$ cat src/rtl/dc_bsp_pkg.sv
// Shared types and helpers for the AVMM burst splitting path.
package dc_bsp_pkg;

  typedef enum logic [0:0] {
    ST_IDLE,
    ST_ISSUE
  } rd_split_st_e;

  // Largest legal sub-burst: limited by what is left, the sink maximum and the room before the next boundary.
  function automatic int unsigned calc_sub_len(
    input int unsigned addr_off,
    input int unsigned remaining,
    input int unsigned max_burst,
    input int unsigned boundary
  );
    int unsigned len;
    int unsigned room;
    len  = remaining;
    room = boundary - addr_off;
    if (max_burst < len) len = max_burst;
    if (room < len) len = room;
    return len;
  endfunction

endpackage

$ cat src/rtl/avmm_rd_credit_counter.sv
// Tracks read words in flight on the sink and flags responses that arrive with nothing outstanding.
module avmm_rd_credit_counter #(
  parameter int BURSTCOUNT_WIDTH = 5,
  parameter int MAX_OUTSTANDING  = 64
) (
  input  logic                        clk,
  input  logic                        reset,
  input  logic                        issue,
  input  logic [BURSTCOUNT_WIDTH-1:0] sub_len,
  input  logic                        rsp_valid,
  output logic                        credit_ok,
  output logic                        underflow_err
);

  localparam int CNT_WIDTH = $clog2(MAX_OUTSTANDING + 1);

  logic [CNT_WIDTH-1:0] outstanding;

  // Uses the registered count only, so a return in this cycle does not open credit early.
  assign credit_ok = (32'(outstanding) + 32'(sub_len)) <= 32'(MAX_OUTSTANDING);

  always_ff @(posedge clk) begin
    if (reset) begin
      outstanding   <= '0;
      underflow_err <= 1'b0;
    end else begin
      if (rsp_valid && outstanding == '0) underflow_err <= 1'b1;
      case ({issue, rsp_valid})
        2'b10: outstanding <= outstanding + CNT_WIDTH'(sub_len);
        2'b01: if (outstanding != '0) outstanding <= outstanding - CNT_WIDTH'(1);
        2'b11: begin
          if (outstanding == '0) outstanding <= CNT_WIDTH'(sub_len);
          else outstanding <= outstanding + CNT_WIDTH'(sub_len) - CNT_WIDTH'(1);
        end
        default: ;
      endcase
    end
  end

endmodule

$ cat src/rtl/avmm_read_burst_splitter.sv
// Splits kernel read bursts into sink-legal sub-bursts under a credit limit and registers returned data.
module avmm_read_burst_splitter
  import dc_bsp_pkg::*;
#(
  parameter int ADDR_WIDTH       = 48,
  parameter int DATA_WIDTH       = 512,
  parameter int BURSTCOUNT_WIDTH = 5,
  parameter int SINK_MAX_BURST   = 4,
  parameter int BOUNDARY_WORDS   = 64,
  parameter int MAX_OUTSTANDING  = 64
) (
  input  logic                        clk,
  input  logic                        reset,
  input  logic [ADDR_WIDTH-1:0]       src_address,
  input  logic                        src_read,
  input  logic [BURSTCOUNT_WIDTH-1:0] src_burstcount,
  output logic                        src_waitrequest,
  output logic [DATA_WIDTH-1:0]       src_readdata,
  output logic                        src_readdatavalid,
  output logic [ADDR_WIDTH-1:0]       snk_address,
  output logic                        snk_read,
  output logic [BURSTCOUNT_WIDTH-1:0] snk_burstcount,
  input  logic                        snk_waitrequest,
  input  logic [DATA_WIDTH-1:0]       snk_readdata,
  input  logic                        snk_readdatavalid,
  output logic [1:0]                  err_flags
);

  localparam int BOUND_BITS = $clog2(BOUNDARY_WORDS);

  rd_split_st_e                state, state_nxt;
  logic [ADDR_WIDTH-1:0]       cur_addr;
  logic [BURSTCOUNT_WIDTH-1:0] remaining;
  logic [BURSTCOUNT_WIDTH-1:0] sub_len;
  logic [BOUND_BITS-1:0]       addr_off;
  logic                        cmd_pending;
  logic                        credit_ok;
  logic                        issue;
  logic                        zero_burst_err;
  logic                        underflow_err;

  assign addr_off       = cur_addr[BOUND_BITS-1:0];
  assign sub_len        = BURSTCOUNT_WIDTH'(calc_sub_len(32'(addr_off), 32'(remaining),
                                                        32'(SINK_MAX_BURST), 32'(BOUNDARY_WORDS)));
  assign snk_address    = cur_addr;
  assign snk_burstcount = sub_len;
  assign err_flags      = {underflow_err, zero_burst_err};

  avmm_rd_credit_counter #(
    .BURSTCOUNT_WIDTH(BURSTCOUNT_WIDTH),
    .MAX_OUTSTANDING (MAX_OUTSTANDING)
  ) u_credit (
    .clk          (clk),
    .reset        (reset),
    .issue        (issue),
    .sub_len      (sub_len),
    .rsp_valid    (snk_readdatavalid),
    .credit_ok    (credit_ok),
    .underflow_err(underflow_err)
  );

  always_ff @(posedge clk) begin
    if (reset) state <= ST_IDLE;
    else state <= state_nxt;
  end

  // Once a command is presented it stays up until taken, regardless of the credit check.
  always_comb begin
    state_nxt       = state;
    src_waitrequest = 1'b1;
    snk_read        = 1'b0;
    issue           = 1'b0;
    case (state)
      ST_IDLE: begin
        src_waitrequest = reset;
        if (src_read && !reset && src_burstcount != '0) state_nxt = ST_ISSUE;
      end
      ST_ISSUE: begin
        snk_read = !reset && (cmd_pending || credit_ok);
        issue    = snk_read && !snk_waitrequest;
        if (issue && remaining == sub_len) state_nxt = ST_IDLE;
      end
      default: state_nxt = ST_IDLE;
    endcase
  end

  always_ff @(posedge clk) begin
    if (reset) begin
      cur_addr          <= '0;
      remaining         <= '0;
      cmd_pending       <= 1'b0;
      zero_burst_err    <= 1'b0;
      src_readdatavalid <= 1'b0;
    end else begin
      src_readdatavalid <= snk_readdatavalid;
      cmd_pending       <= snk_read && snk_waitrequest;
      if (state == ST_IDLE && src_read) begin
        if (src_burstcount == '0) begin
          zero_burst_err <= 1'b1;
        end else begin
          cur_addr  <= src_address;
          remaining <= src_burstcount;
        end
      end
      if (issue) begin
        cur_addr  <= cur_addr + ADDR_WIDTH'(sub_len);
        remaining <= remaining - sub_len;
      end
    end
  end

  always_ff @(posedge clk) begin
    src_readdata <= snk_readdata;
  end

endmodule
$ cat config.mk
export PLATFORM = sky130hd
export DESIGN_NAME = avmm_read_burst_splitter
export DESIGN_NICKNAME = d
export VERILOG_FILES = /design/src/rtl/dc_bsp_pkg.sv /design/src/rtl/avmm_rd_credit_counter.sv /design/src/rtl/avmm_read_burst_splitter.sv
export SDC_FILE = /design/constraint.sdc
export NUM_CORES = 1
export LEC_CHECK = 0
export ABC_CLOCK_PERIOD_IN_PS = 6500
export CAP_MARGIN = 20
export CORE_AREA = 2 2 438 440
export DETAILED_ROUTE_END_ITERATION = 16
export DIE_AREA = 0 0 440 442
export PLACE_DENSITY = 0.3
export SYNTH_ARGS = -nofsm -noshare
export SYNTH_HDL_FRONTEND = slang
export SYNTH_SLANG_ARGS = --single-unit
$ cat constraint.sdc
create_clock -name clk -period 6.5 [get_ports clk]
set_input_delay 1.3 -clock clk [delete_from_list [all_inputs] [get_ports clk]]
set_output_delay 1.3 -clock clk [all_outputs]
set_load 0.1 [all_outputs]
# After elaboration in Yosys (flattened, before gate mapping)
# Cells that the tools add are included.
[word_totals] ff_bits=577 inputBits=570 output_inout_bits=570
[op_classes] add_sub_neg=7 n_lt_le_gt_ge=3 n_eq_ne=6 muxes=17 bitwise_logic=1 n_reduce_logical=20
[ops] op="48-bit two-way mux" n=3
[ops] op="48-bit by 5-bit adder with 48-bit output" n=1
[ops] op="32-bit by 7-bit less-or-equal comparator with 1-bit output (second input constant)" n=1
[ops] op="32-bit by 5-bit < comparator with 1-bit output" n=1
[ops] op="5-bit two-way mux" n=5
[ops] op="7-bit one-hot mux with 3 select lines" n=1
[ops] op="7-bit two-way mux" n=2
[ops] op="7-bit by 1-bit subtractor with 7-bit output (second input constant)" n=2
[ops] op="7-bit by 5-bit adder with 8-bit output" n=1
[ops] op="1-bit logical AND" n=8
[ops] op="7-bit by 6-bit subtractor with 8-bit output (first input constant)" n=1
[ops] op="7-bit by 5-bit adder with 7-bit output" n=1
[ops] op="7-bit zero test" n=1
[ops] op="7-bit nonzero test" n=1
[ops] op="2-bit AND reduction" n=3
[ops] op="5-bit == test" n=1
[ops] op="5-bit zero test" n=1
[ops] op="3-bit by 5-bit < comparator with 1-bit output (first input constant)" n=1
[ops] op="1-bit two-way mux" n=5
[ops] op="5-bit nonzero test" n=1
[ops] op="5-bit subtractor" n=1
[ops] op="2-bit == test (second input constant)" n=2
[ops] op="2-bit by 1-bit != test with 1-bit output (second input constant)" n=2
[ops] op="3-bit nonzero test" n=1
[ops] op="other kinds (6)" n=7

# Longest topological paths before layout
[depth] depth_word=13 depth_mapped=21

# Modules after synthesis
# Synthesis repeated with hierarchy kept, for this count alone.
[unflattened] cells_unflattened=1139 area_unflattened_um2=15125.8
[modules_own_cells] mod="avmm_read_burst_splitter" n_inst=1 cells_per_inst=994 area_per_inst_um2=14047.2
[modules_own_cells] mod="avmm_rd_credit_counter" n_inst=1 cells_per_inst=145 area_per_inst_um2=1078.5

# Worst setup path after synthesis
# OpenSTA, ideal clock, no wires.
[synth_path] kind="register -> output" startpoint="register cur_addr[0] (netlist: snk_address[0])" endpoint="output port snk_read" arrival_time_ns=7.460 setup_slack_ns=-2.260 path_stages_with_launch=18 cell_sequence="dfxtp_1 -> inv_1 -> ha_1 -> nor3b_1 -> xnor2_1 -> ha_1 -> o211ai_1 -> or2_2 -> nand2_1 -> mux2i_1 -> fa_1 -> inv_1 -> ha_1 -> and2_1 -> o221a_2 -> a221o_1 -> nand2_1 -> nor2_1"
[synth_via] elab_chain_len=8
[synth_rtl] element="start: declaration" line="avmm_read_burst_splitter.sv:32" text="logic [ADDR_WIDTH-1:0] cur_addr;"
[synth_rtl] element="start signal: assignment" line="avmm_read_burst_splitter.sv:101" text="cur_addr <= src_address;"
[synth_rtl] element="start signal: assignment" line="avmm_read_burst_splitter.sv:106" text="cur_addr <= cur_addr + ADDR_WIDTH'(sub_len);"
[synth_rtl] element="7-bit by 6-bit subtractor with 8-bit output *" line="dc_bsp_pkg.sv:19" text="room = boundary - addr_off;"
[synth_rtl] element="32-bit by 5-bit < comparator with 1-bit output" line="dc_bsp_pkg.sv:21" text="if (room < len) len = room;"
[synth_rtl] element="5-bit two-way mux *" line="dc_bsp_pkg.sv:21"
[synth_rtl] element="named net snk_burstcount[1]" line="avmm_read_burst_splitter.sv:22" text="output logic [BURSTCOUNT_WIDTH-1:0] snk_burstcount,"
[synth_rtl] element="7-bit by 5-bit adder with 8-bit output *" line="avmm_rd_credit_counter.sv:20" text="assign credit_ok = (32'(outstanding) + 32'(sub_len)) <= 32'(MAX_OUTSTANDING);"
[synth_rtl] element="32-bit by 7-bit less-or-equal comparator with 1-bit output *" line="avmm_rd_credit_counter.sv:20"
[synth_rtl] element="1-bit logical OR *" line="avmm_read_burst_splitter.sv:79" text="snk_read = !reset && (cmd_pending || credit_ok);"
[synth_rtl] element="1-bit logical AND *" line="avmm_read_burst_splitter.sv:79"
[synth_rtl] element="1-bit two-way mux *" line="avmm_read_burst_splitter.sv:73" text="case (state)"
[synth_rtl] element="end: declaration" line="avmm_read_burst_splitter.sv:21" text="output logic snk_read,"
# The timed path passes the listed nets; every way through them passes the cells marked *.

# Worst setup path in the final report
[layout_path] startpoint="register cur_addr[0] (netlist: snk_address[0])" endpoint="output port snk_read"
[layout_via] elab_chain_len=8
[layout_rtl] element="7-bit by 6-bit subtractor with 8-bit output *" line="dc_bsp_pkg.sv:19"
[layout_rtl] element="32-bit by 5-bit < comparator with 1-bit output" line="dc_bsp_pkg.sv:21"
[layout_rtl] element="5-bit two-way mux *" line="dc_bsp_pkg.sv:21"
[layout_rtl] element="7-bit by 5-bit adder with 8-bit output *" line="avmm_rd_credit_counter.sv:20"
[layout_rtl] element="32-bit by 7-bit less-or-equal comparator with 1-bit output *" line="avmm_rd_credit_counter.sv:20"
[layout_rtl] element="1-bit logical OR *" line="avmm_read_burst_splitter.sv:79"
[layout_rtl] element="1-bit logical AND *" line="avmm_read_burst_splitter.sv:79"
[layout_rtl] element="1-bit two-way mux *" line="avmm_read_burst_splitter.sv:73"
# Every way passes the cells marked *; elsewhere a longest branch is shown, timed or not.

==> qor.txt <==
Outcome = completed
CTS tree = built
Number of nets in the layout = 2964
Period minus WS final = 6227 ps
Reg2reg start = snk_address[0]
Critical path fanouts, max = 6
Leakage = 0.01223 µW
Synth async-reset ratio = 0%
Worst hold slack = 471.4 ps
CTS root buffer = clkbuf_16
CP Capture Point = snk_read
Die H = 442 µm
Vias in the first global route = 14581
Mapped Cells = 1144
DRT iter0 DRCs = 782
CTS H-tree depth = 3
Placement Rows = 160
Via count = 14722
# port buffers = 1139
Initial Util = 7.944%
Pwr Density = 365.6 mW/mm²
Register area share after synthesis = 76.70%
IO Count = 1140
Antenna Nets Post-Route = 0
CP Launch Type = flip-flop
Endpoint class of the critical path = primary output
Worst clock skew = 45.92 ps
Number of enable flip-flop cells after synthesis = 0
Via density = 2.971
Synth Warn # = 0
Fin. max-slew vios = 0
Slew @ Worst Pin = 1275 ps
Reg2reg path depth = 19
Layout cells sized above 1 = 15.32%
Clk Latency, worst-skew pair = 700 ps
Hold/Removal Path Class = flip-flop to flip-flop
Mean Syn Cell Area = 13.16 µm²
Pre-antenna DRT Iters = 5
Largest net degree at the start of global routing = 48
CORE AREA = 0.1896 mm²
Worst r2r dst = snk_address[20]
Peak VDD IR = 0.1974 mV
Most frequent cells in the layout = clkdlybuf4s50_1 (974), dfxtp_1 (573), buf_4 (165)
# DRC = 0
Required @ worst endpoint = 5200 ps
Fillcell total = 21005
Die ar. = 0.1945 mm²
GRT overflow = 0
Initial antenna violation count = 136
Num CTS Buffers = 85
Netlist Area Pre-Place = 0.01506 mm²
RD Place Congestion = 0.9049
DIE WIDTH = 440 µm
Util after Layout = 17.18%
Max-slew headroom = 14.76%
Cell variety after synth = 68
FMAX = 160.6 MHz
CP arrival = 4930 ps
First-pass GRT wire length = 181.9 mm
CTS max path bufs = 3
Clock-pin slew on the worst setup and hold paths = 50 ps
Final WL = 150.3 mm
Global Route Usage Sum = 14.94%
FF+latch count, synth = 577
Critical path launch point = snk_address[0]
Final hold violation count = 0
Area grow syn2layout = 116.2%
R2r setup slk = 1170 ps
Sinks on the clock net = 577
HPWL Detailed = 131.1 mm
Ys flop type = dfxtp_1
# hold bufs at CTS = 0
Commonest non-fill, non-tap cell in the layout = clkdlybuf4s50_1
Period utilization = 95.81%
Final setup vio count = 0
Post-detailed-route wirelength per cell = 30.33 µm
Crit Path Class = flip-flop to primary output
Max Cap Viol = 0
## synthesized netlist by cell type (all sizes together) (6+ instances only)
library cell / count / area (µm²)
ha: 23 / 287.8
nand4: 6 / 37.54
or2: 9 / 56.30
and3: 6 / 37.54
a22oi: 13 / 97.59
xnor2: 11 / 96.34
o211ai: 11 / 82.58
a31oi: 27 / 168.9
nand2b: 9 / 56.30
a311oi: 7 / 61.31
nand2: 82 / 310.3
a21o: 6 / 45.04
inv: 24 / 90.09
mux2i: 6 / 60.06
nor2: 45 / 168.9
buf: 14 / 83.83
xor2: 6 / 52.55
o22ai: 10 / 62.56
clkbuf: 23 / 87.58
or3: 13 / 86.33
nor3: 11 / 55.05
a21oi: 44 / 220.2
or4: 16 / 120.1
o21a: 9 / 67.56
nand3: 31 / 155.2
o21ai: 15 / 75.07
o311ai: 12 / 105.1
nor4: 8 / 65.06
dfxtp: 577 / 11550
a211oi: 13 / 102.6
## cells by family after synthesis
family,Yosys count,synth area share [%]
simple gates,255,8.583
xor+xnor,17,0.9887
buf+inv,62,1.761
flops,577,76.70
other cells,1,0.02490
compound gates,200,9.231
fa+ha+maj,26,2.310
mux,6,0.3988
## final cells by class
class	count	area, µm²	share of cell area (%)
Tap cell	2511	3142	9.649
Sequential cell	577	11560	35.51
Antenna cell	10	25.02	0.07685
Multi-Input combinational cell	506	3357	10.31
Clock inverter	35	498.0	1.529
Inverter	25	93.84	0.2882
Clock buffer	119	2426	7.451
Timing Repair Buffer	1173	11460	35.19
## repair_timing
action                                 CTS  global route
pin swaps                                0             1
endpoints found under the hold margin    0             0
setup buffers                            0             2
gates resized for setup                 10             7
setup endpoints to repair                1             1
## worst min path at each step
stage                           start                      to  slack (ps)  cells after the start
6_report       u_credit.underflow_err  u_credit.underflow_err         470                      2
5_1_grt               snk_address[19]         snk_address[19]         520                      2
4_1_cts                zero_burst_err          zero_burst_err         480                      2
3_5_place_dp           zero_burst_err          zero_burst_err         470                      2
3_3_place_gp           zero_burst_err          zero_burst_err         460                      2
2_1_floorplan          zero_burst_err          zero_burst_err         440                      2
## routing by layer
layer	wire length, µm	global-route usage (%)
met1	57180	16.51
met2	69700	24.68
met3	18810	8.111
met4	4570	3.968
met5	52	0
## power by group
part / internal, µW / switching, µW
combinational: 878 / 2190
sequential: 3760 / 155
clock: 2940 / 1990
total: 7570 / 4330
## flip-flops by register name (all words and copies together) (netlist names)
signal / flops
state: 1
u_credit.outstanding: 7
snk_address: 48
remaining: 5
src_readdatavalid: 1
cmd_pending: 1
u_credit.underflow_err: 1
zero_burst_err: 1
src_readdata: 512
## worst max-delay path, stage by stage, from the launching register on
cell	delay (ps)
dfxtp_4	360
inv_1	140
ha_2	250
nor3b_2	190
xnor2_1	170
ha_1	280
a21oi_1	200
o21a_1	230
nand2_4	100
mux2i_4	200
ha_1	210
fa_2	570
inv_1	60
ha_1	210
and2_1	160
o221a_2	150
a221o_2	420
nand2_2	110
nor2_4	60
buf_12	170
## per-stage QoR
stage	cells	power (µW)	setup slack, ps	TNS, ps	cell area (µm²)
after floorplan	1145	5870	41.12	0	15110
after global placement	4772	7050	511.9	0	29170
after detailed placement	4779	7039	453.6	0	29310
after CTS	4933	12160	7.188	0	32270
after global routing	4949	12420	-3.278	-3.278	32540
final	4956	11900	272.7	0	32560
No activity file was read; power rests on OpenSTA's default activity.
